--- src/rtl/hidden_layer_mac.sv ---
// Single-neuron evaluator: y = act(bias + sum w[k]*x[k]) using one shared MAC
// stepped over NUM_IN lanes, with a writable weight/bias bank and valid/ready ports.
module hidden_layer_mac #(
    parameter int NUM_IN = 4,
    parameter int XW     = 4,
    parameter int WW     = 8,
    parameter int YW     = 10,
    parameter int AW     = $clog2(NUM_IN + 1)
) (
    input  logic                 clk_i,
    input  logic                 rst_i,
    input  logic                 en_i,
    input  logic                 in_valid_i,
    output logic                 in_ready_o,
    input  logic [NUM_IN*XW-1:0] x_i,
    input  logic                 w_we_i,
    input  logic [AW-1:0]        w_addr_i,
    input  logic [WW-1:0]        w_data_i,
    input  logic                 mode_i,
    output logic                 out_valid_o,
    input  logic                 out_ready_i,
    output logic [YW-1:0]        y_o,
    output logic                 sat_o,
    output logic                 busy_o
);

    localparam int ACCW = XW + WW + $clog2(NUM_IN + 1) + 1;

    localparam logic [1:0] IDLE = 2'd0;
    localparam logic [1:0] ACC  = 2'd1;
    localparam logic [1:0] DONE = 2'd2;

    localparam logic [AW-1:0] IDX_LAST  = AW'(NUM_IN - 1);
    localparam logic [AW-1:0] BIAS_ADDR = AW'(NUM_IN);
    localparam logic [AW-1:0] IDX_ONE   = {{(AW-1){1'b0}}, 1'b1};

    localparam logic signed [ACCW-1:0] Y_MAX = {{(ACCW-YW+1){1'b0}}, {(YW-1){1'b1}}};
    localparam logic signed [ACCW-1:0] Y_MIN = {{(ACCW-YW+1){1'b1}}, {(YW-1){1'b0}}};

    logic [1:0]                 state_r;
    logic signed [WW-1:0]       w_r [NUM_IN];
    logic signed [WW-1:0]       bias_r;
    logic [NUM_IN*XW-1:0]       x_lat_r;
    logic                       mode_r;
    logic [AW-1:0]              idx_r;
    logic signed [ACCW-1:0]     acc_r;
    logic [YW-1:0]              y_r;
    logic                       sat_r;
    logic                       in_ready_r;
    logic                       out_valid_r;
    logic                       busy_r;

    logic signed [XW-1:0]       x_sel_s;
    logic signed [WW-1:0]       w_sel_s;
    logic signed [ACCW-1:0]     x_ext_s;
    logic signed [ACCW-1:0]     w_ext_s;
    logic signed [ACCW-1:0]     bias_ext_s;
    logic signed [ACCW-1:0]     acc_next_s;
    logic [YW-1:0]              y_res_s;
    logic                       sat_res_s;

    // Lane and weight selected by the MAC step counter
    always_comb begin
        x_sel_s = {XW{1'b0}};
        w_sel_s = {WW{1'b0}};
        for (int k = 0; k < NUM_IN; k++) begin
            x_sel_s = (idx_r == AW'(k)) ? x_lat_r[k*XW +: XW] : x_sel_s;
            w_sel_s = (idx_r == AW'(k)) ? w_r[k] : w_sel_s;
        end
    end

    // One multiply-accumulate step, operands widened so the product cannot wrap
    always_comb begin
        x_ext_s    = {{(ACCW-XW){x_sel_s[XW-1]}}, x_sel_s};
        w_ext_s    = {{(ACCW-WW){w_sel_s[WW-1]}}, w_sel_s};
        bias_ext_s = {{(ACCW-WW){bias_r[WW-1]}}, bias_r};
        acc_next_s = acc_r + (x_ext_s * w_ext_s);
    end

    // Activation and clipping of the final sum to the output range
    always_comb begin
        y_res_s   = acc_next_s[YW-1:0];
        sat_res_s = 1'b0;
        if (mode_r && acc_next_s[ACCW-1]) begin
            y_res_s   = {YW{1'b0}};
            sat_res_s = 1'b0;
        end else if (acc_next_s > Y_MAX) begin
            y_res_s   = Y_MAX[YW-1:0];
            sat_res_s = 1'b1;
        end else if (acc_next_s < Y_MIN) begin
            y_res_s   = Y_MIN[YW-1:0];
            sat_res_s = 1'b1;
        end else begin
            y_res_s   = acc_next_s[YW-1:0];
            sat_res_s = 1'b0;
        end
    end

    // Weight/bias bank; only writable while idle so an evaluation sees one set
    always_ff @(posedge clk_i or negedge rst_i) begin
        if (!rst_i) begin
            for (int k = 0; k < NUM_IN; k++) begin
                w_r[k] <= {WW{1'b0}};
            end
            bias_r <= {WW{1'b0}};
        end else if (en_i && w_we_i && (state_r == IDLE)) begin
            for (int k = 0; k < NUM_IN; k++) begin
                if (w_addr_i == AW'(k)) begin
                    w_r[k] <= w_data_i;
                end
            end
            if (w_addr_i == BIAS_ADDR) begin
                bias_r <= w_data_i;
            end
        end
    end

    // Control FSM, accumulator and registered handshake/result outputs
    always_ff @(posedge clk_i or negedge rst_i) begin
        if (!rst_i) begin
            state_r     <= IDLE;
            x_lat_r     <= {(NUM_IN*XW){1'b0}};
            mode_r      <= 1'b0;
            idx_r       <= {AW{1'b0}};
            acc_r       <= {ACCW{1'b0}};
            y_r         <= {YW{1'b0}};
            sat_r       <= 1'b0;
            in_ready_r  <= 1'b1;
            out_valid_r <= 1'b0;
            busy_r      <= 1'b0;
        end else if (en_i) begin
            case (state_r)
                IDLE: begin
                    if (in_valid_i) begin
                        x_lat_r    <= x_i;
                        mode_r     <= mode_i;
                        acc_r      <= bias_ext_s;
                        idx_r      <= {AW{1'b0}};
                        state_r    <= ACC;
                        in_ready_r <= 1'b0;
                        busy_r     <= 1'b1;
                    end
                end
                ACC: begin
                    acc_r <= acc_next_s;
                    idx_r <= idx_r + IDX_ONE;
                    if (idx_r == IDX_LAST) begin
                        y_r         <= y_res_s;
                        sat_r       <= sat_res_s;
                        state_r     <= DONE;
                        out_valid_r <= 1'b1;
                    end
                end
                DONE: begin
                    // ready is deliberately not raised here: no same-cycle re-accept
                    if (out_ready_i) begin
                        state_r     <= IDLE;
                        out_valid_r <= 1'b0;
                        in_ready_r  <= 1'b1;
                        busy_r      <= 1'b0;
                    end
                end
                default: begin
                    state_r     <= IDLE;
                    in_ready_r  <= 1'b1;
                    out_valid_r <= 1'b0;
                    busy_r      <= 1'b0;
                end
            endcase
        end
    end

    assign in_ready_o  = in_ready_r;
    assign out_valid_o = out_valid_r;
    assign y_o         = y_r;
    assign sat_o       = sat_r;
    assign busy_o      = busy_r;

endmodule
--- config.mk ---
export PLATFORM = sky130hd
export DESIGN_NAME = hidden_layer_mac
export DESIGN_NICKNAME = d
export VERILOG_FILES = /design/src/rtl/hidden_layer_mac.sv
export SDC_FILE = /design/constraint.sdc
export NUM_CORES = 1
export LEC_CHECK = 0
export CAP_MARGIN = 25
export CORE_MARGIN = 5
export CORE_UTILIZATION = 30
export CTS_BUF_LIST = sky130_fd_sc_hd__clkbuf_2
export DETAILED_ROUTE_END_ITERATION = 7
export PLACE_DENSITY_LB_ADDON = 0.12
export SLEW_MARGIN = 30
export SYNTH_ARGS = -nofsm -noshare
export SYNTH_HDL_FRONTEND = slang
export SYNTH_SLANG_ARGS = --single-unit
--- constraint.sdc ---
create_clock -name clk_i -period 7.1 [get_ports clk_i]
set_clock_uncertainty 0.05 [all_clocks]
set_input_delay 1.42 -clock clk_i [delete_from_list [all_inputs] [get_ports clk_i]]
set_output_delay 1.42 -clock clk_i [all_outputs]
set_load 0.02 [all_outputs]
==> summary.txt <==
Run status
  – Status: finished, final reports clean

GRT
  – Largest net degree at the start of global routing: 61
  – GRT Util Overall: 13.5%
  – First-pass GRT wire length: 25800 um
  – Number of global-route vias before repair: 4745
  – Grt total ovfl: 0
  – Initial antenna violation count: 1

Worst setup path
  – Setup CP Type: flip-flop to flip-flop
  – Critical Path Fanout Max: 12
  – CP endpoint kind: flip-flop
  – Startpoint Class: flip-flop
  – Worst EP arrival: 6.92 ns
  – Worst EP required: 7.54 ns

Die
  – Ports: 48
  – Die H: 153 um
  – Die width: 153 um
  – CORE AREA: 0.0202 mm2
  – FP Rows: 52
  – DIE AREA: 0.0236 mm2
  – Initial Util: 30.5%

Synth
  – Proportion of synthesized area in mux cells: 11.4%
  – Synth Area in Simple Gates: 11.3%
  – Largest family of logic cells by synthesized area: adder cells
  – Mapped cell area: 0.00618 mm2
  – Top post-synthesis cells by area: dfrtp_1, fa_1, mux2_2
  – Unique masters post-synth: 56
  – XOR/XNOR Fraction of Synth Area: 1.78%
  – Synth warn: 0
  – Yosys reg bits: 92
  – Mean Syn Cell Area: 10.1 um2
  – Synth top area share: 36.9%
  – Fraction of the yosys area taken by sequential cells: 37.3%
  – Synth Area in Adders: 18.7%
  – Compound-gate portion of the synthesized area: 13.5%
  – Synth async-reset ratio: 100%
  – Post-synth EDFFs: 0
  – Syn nets: 719
  – Mapped Cells: 613
  – Dominant synthesized flop cell: dfrtp_1
  – Cell taking the most area after synthesis: dfrtp_1

Timing
  – Final setup fails: 0
  – Post-route setup TNS: 0 ns
  – Relative slew margins: 41.6%
  – Final min period: 6.48 ns
  – Final Hold Vio Count: 0
  – Crit share post-route: 91.3%
  – Achievable frequency: 0.154 GHz
  – RSZ-0062 raised after global routing: no
  – Fin. max-slew vios: 0
  – Slew @ Worst Pin: 0.873 ns

Clocking
  – H-tree lvl count: 3
  – Root buf cell: clkbuf_2
  – Reg clk slew, reported paths: 0.26 ns
  – Clock buffer count from CTS: 9
  – Worst skew pair latency: 0.60 ns
  – Hold Buf Count CTS: 0
  – CTS Buffer Depth: 2
  – CTS sink cnt: 92
  – CTS tree: done

Final layout
  – Synth-to-layout area growth: 16.3%
  – Final net count: 768
  – Fraction of layout cells with a size suffix above 1: 16.3%
  – Leading cell type in the layout, fill and taps excluded: dfrtp_1
  – Layout Utilization: 35.5%
  – Most frequent cells in the layout: dfrtp_1, inv_1, mux2_2, nand2_1, clkdlybuf4s50_1

Detailed routing
  – WL final: 15300 um
  – Initial drt markers: 206
  – DRT Pass-1 Iters: 4
  – WL/cell: 16.3 um
  – DRC Markers: 0
  – Via count: 4473
  – Final ANT Viol Nets: 0
  – Avg Vias per Cell: 4.77

Place
  – # port buffers: 47
  – DP HPWL: 12100 um
  – Gpl congestion: 0.788

Hold path
  – Hold Crit Class: flip-flop to flip-flop

Job
  – MaxCap Viol Count: 0
[layout make-up]
cell class	count	area [um2]
Sequential cell	92	2300
Fill cell	2030	13100
Inverter	73	274
Antenna cell	1	2.50
Tap cell	270	338
Clock buffer	9	45.0
Multi-Input combinational cell	424	3530
Timing Repair Buffer	62	593
Clock inverter	7	98.8
[critical path, stage by stage, from the launching register on]
cell      delay [ns]
dfrtp_1         0.48
inv_1           0.10
ha_2            0.32
nand2_1         0.08
nor2_1          0.08
a21oi_1         0.04
o21ai_0         0.23
a22oi_1         0.16
or2_2           0.34
fa_1            0.49
fa_1            0.53
fa_1            0.55
inv_1           0.07
fa_1            0.48
a211oi_1        0.38
o21ai_1         0.21
a2111o_1        0.47
and2_4          0.17
or4_4           0.54
o31ai_4         0.29
buf_12          0.17
o221ai_1        0.11
[stage by stage]
stage,area (um2),hold WS [ns],instances,worst slack (ns)
6_report,7180,0.471,938,0.619
5_1_grt,7180,0.504,938,0.00338
4_1_cts,7140,0.480,936,0.255
3_3_place_gp,6990,0.421,920,0.460
3_5_place_dp,7000,0.428,920,0.316
2_1_floorplan,6180,0.400,613,0.864
[state kept, by name, summed over array words and instances (netlist names)]
register / count
mode_r: 1
idx_r: 3
state_r: 2
w_r: 32
x_lat_r: 16
out_valid_o: 1
acc_r: 16
y_o: 10
busy_o: 1
in_ready_o: 1
sat_o: 1
bias_r: 8
[timing repair]
| item | CTS | global route |
|---|---|---|
| endpoints found under the setup margin | 0 | 10 |
| resized for setup | 0 | 4 |
| buffers inserted | 0 | 1 |
[kinds of logic after synthesis]
kind of cell	count (synthesis)
buf+inv	97
xor+xnor	11
compound gates	129
fa+ha+maj	72
flops	92
mux	63
simple gates	149
[cells in the mapped netlist, types with 4 or more instances]
| master | count |
|---|---|
| mux2_2 | 58 |
| xor2_1 | 4 |
| clkbuf_1 | 20 |
| a22oi_1 | 14 |
| nor2b_1 | 10 |
| or2_2 | 5 |
| o221ai_1 | 5 |
| fa_1 | 34 |
| nor3_1 | 6 |
| dfrtp_1 | 91 |
| o21ai_0 | 40 |
| a21oi_1 | 32 |
| a211oi_1 | 4 |
| xnor2_1 | 6 |
| and2_1 | 4 |
| nand2_1 | 55 |
| a21o_1 | 7 |
| ha_1 | 38 |
| inv_1 | 73 |
| nor2_1 | 44 |
| mux2i_1 | 5 |
| nand2b_1 | 4 |
[layer usage]
metal / share of wire (%) / global-route usage (%) / vias up
li1: - / - / 2188
met1: 47 / 18.0 / 2199
met4: 1.0 / 3.32 / 0
met2: 49 / 22.8 / 76
met3: 2.9 / 2.40 / 10
met5: 0 / 0 / -
[final timing paths]
path	start	endpoint	slack [ns]	depth (start not counted)
max reg2reg	idx_r[0]$_DFFE_PN0P_	y_o[5]$_DFFE_PN0P_	0.62	21
max in group asynchronous	rst_i	out_valid_o$_DFFE_PN0P_	5.18	2
max	idx_r[0]$_DFFE_PN0P_	y_o[5]$_DFFE_PN0P_	0.62	21
min in group asynchronous	rst_i	w_r[24]$_DFFE_PN0P_	0.66	1
min	acc_r[6]$_DFFE_PN0P_	acc_r[6]$_DFFE_PN0P_	0.47	1
min reg2reg	acc_r[6]$_DFFE_PN0P_	acc_r[6]$_DFFE_PN0P_	0.47	1
Power is not shown: default switching activity piles up to over one toggle a cycle in this logic, so the estimate is an artifact.
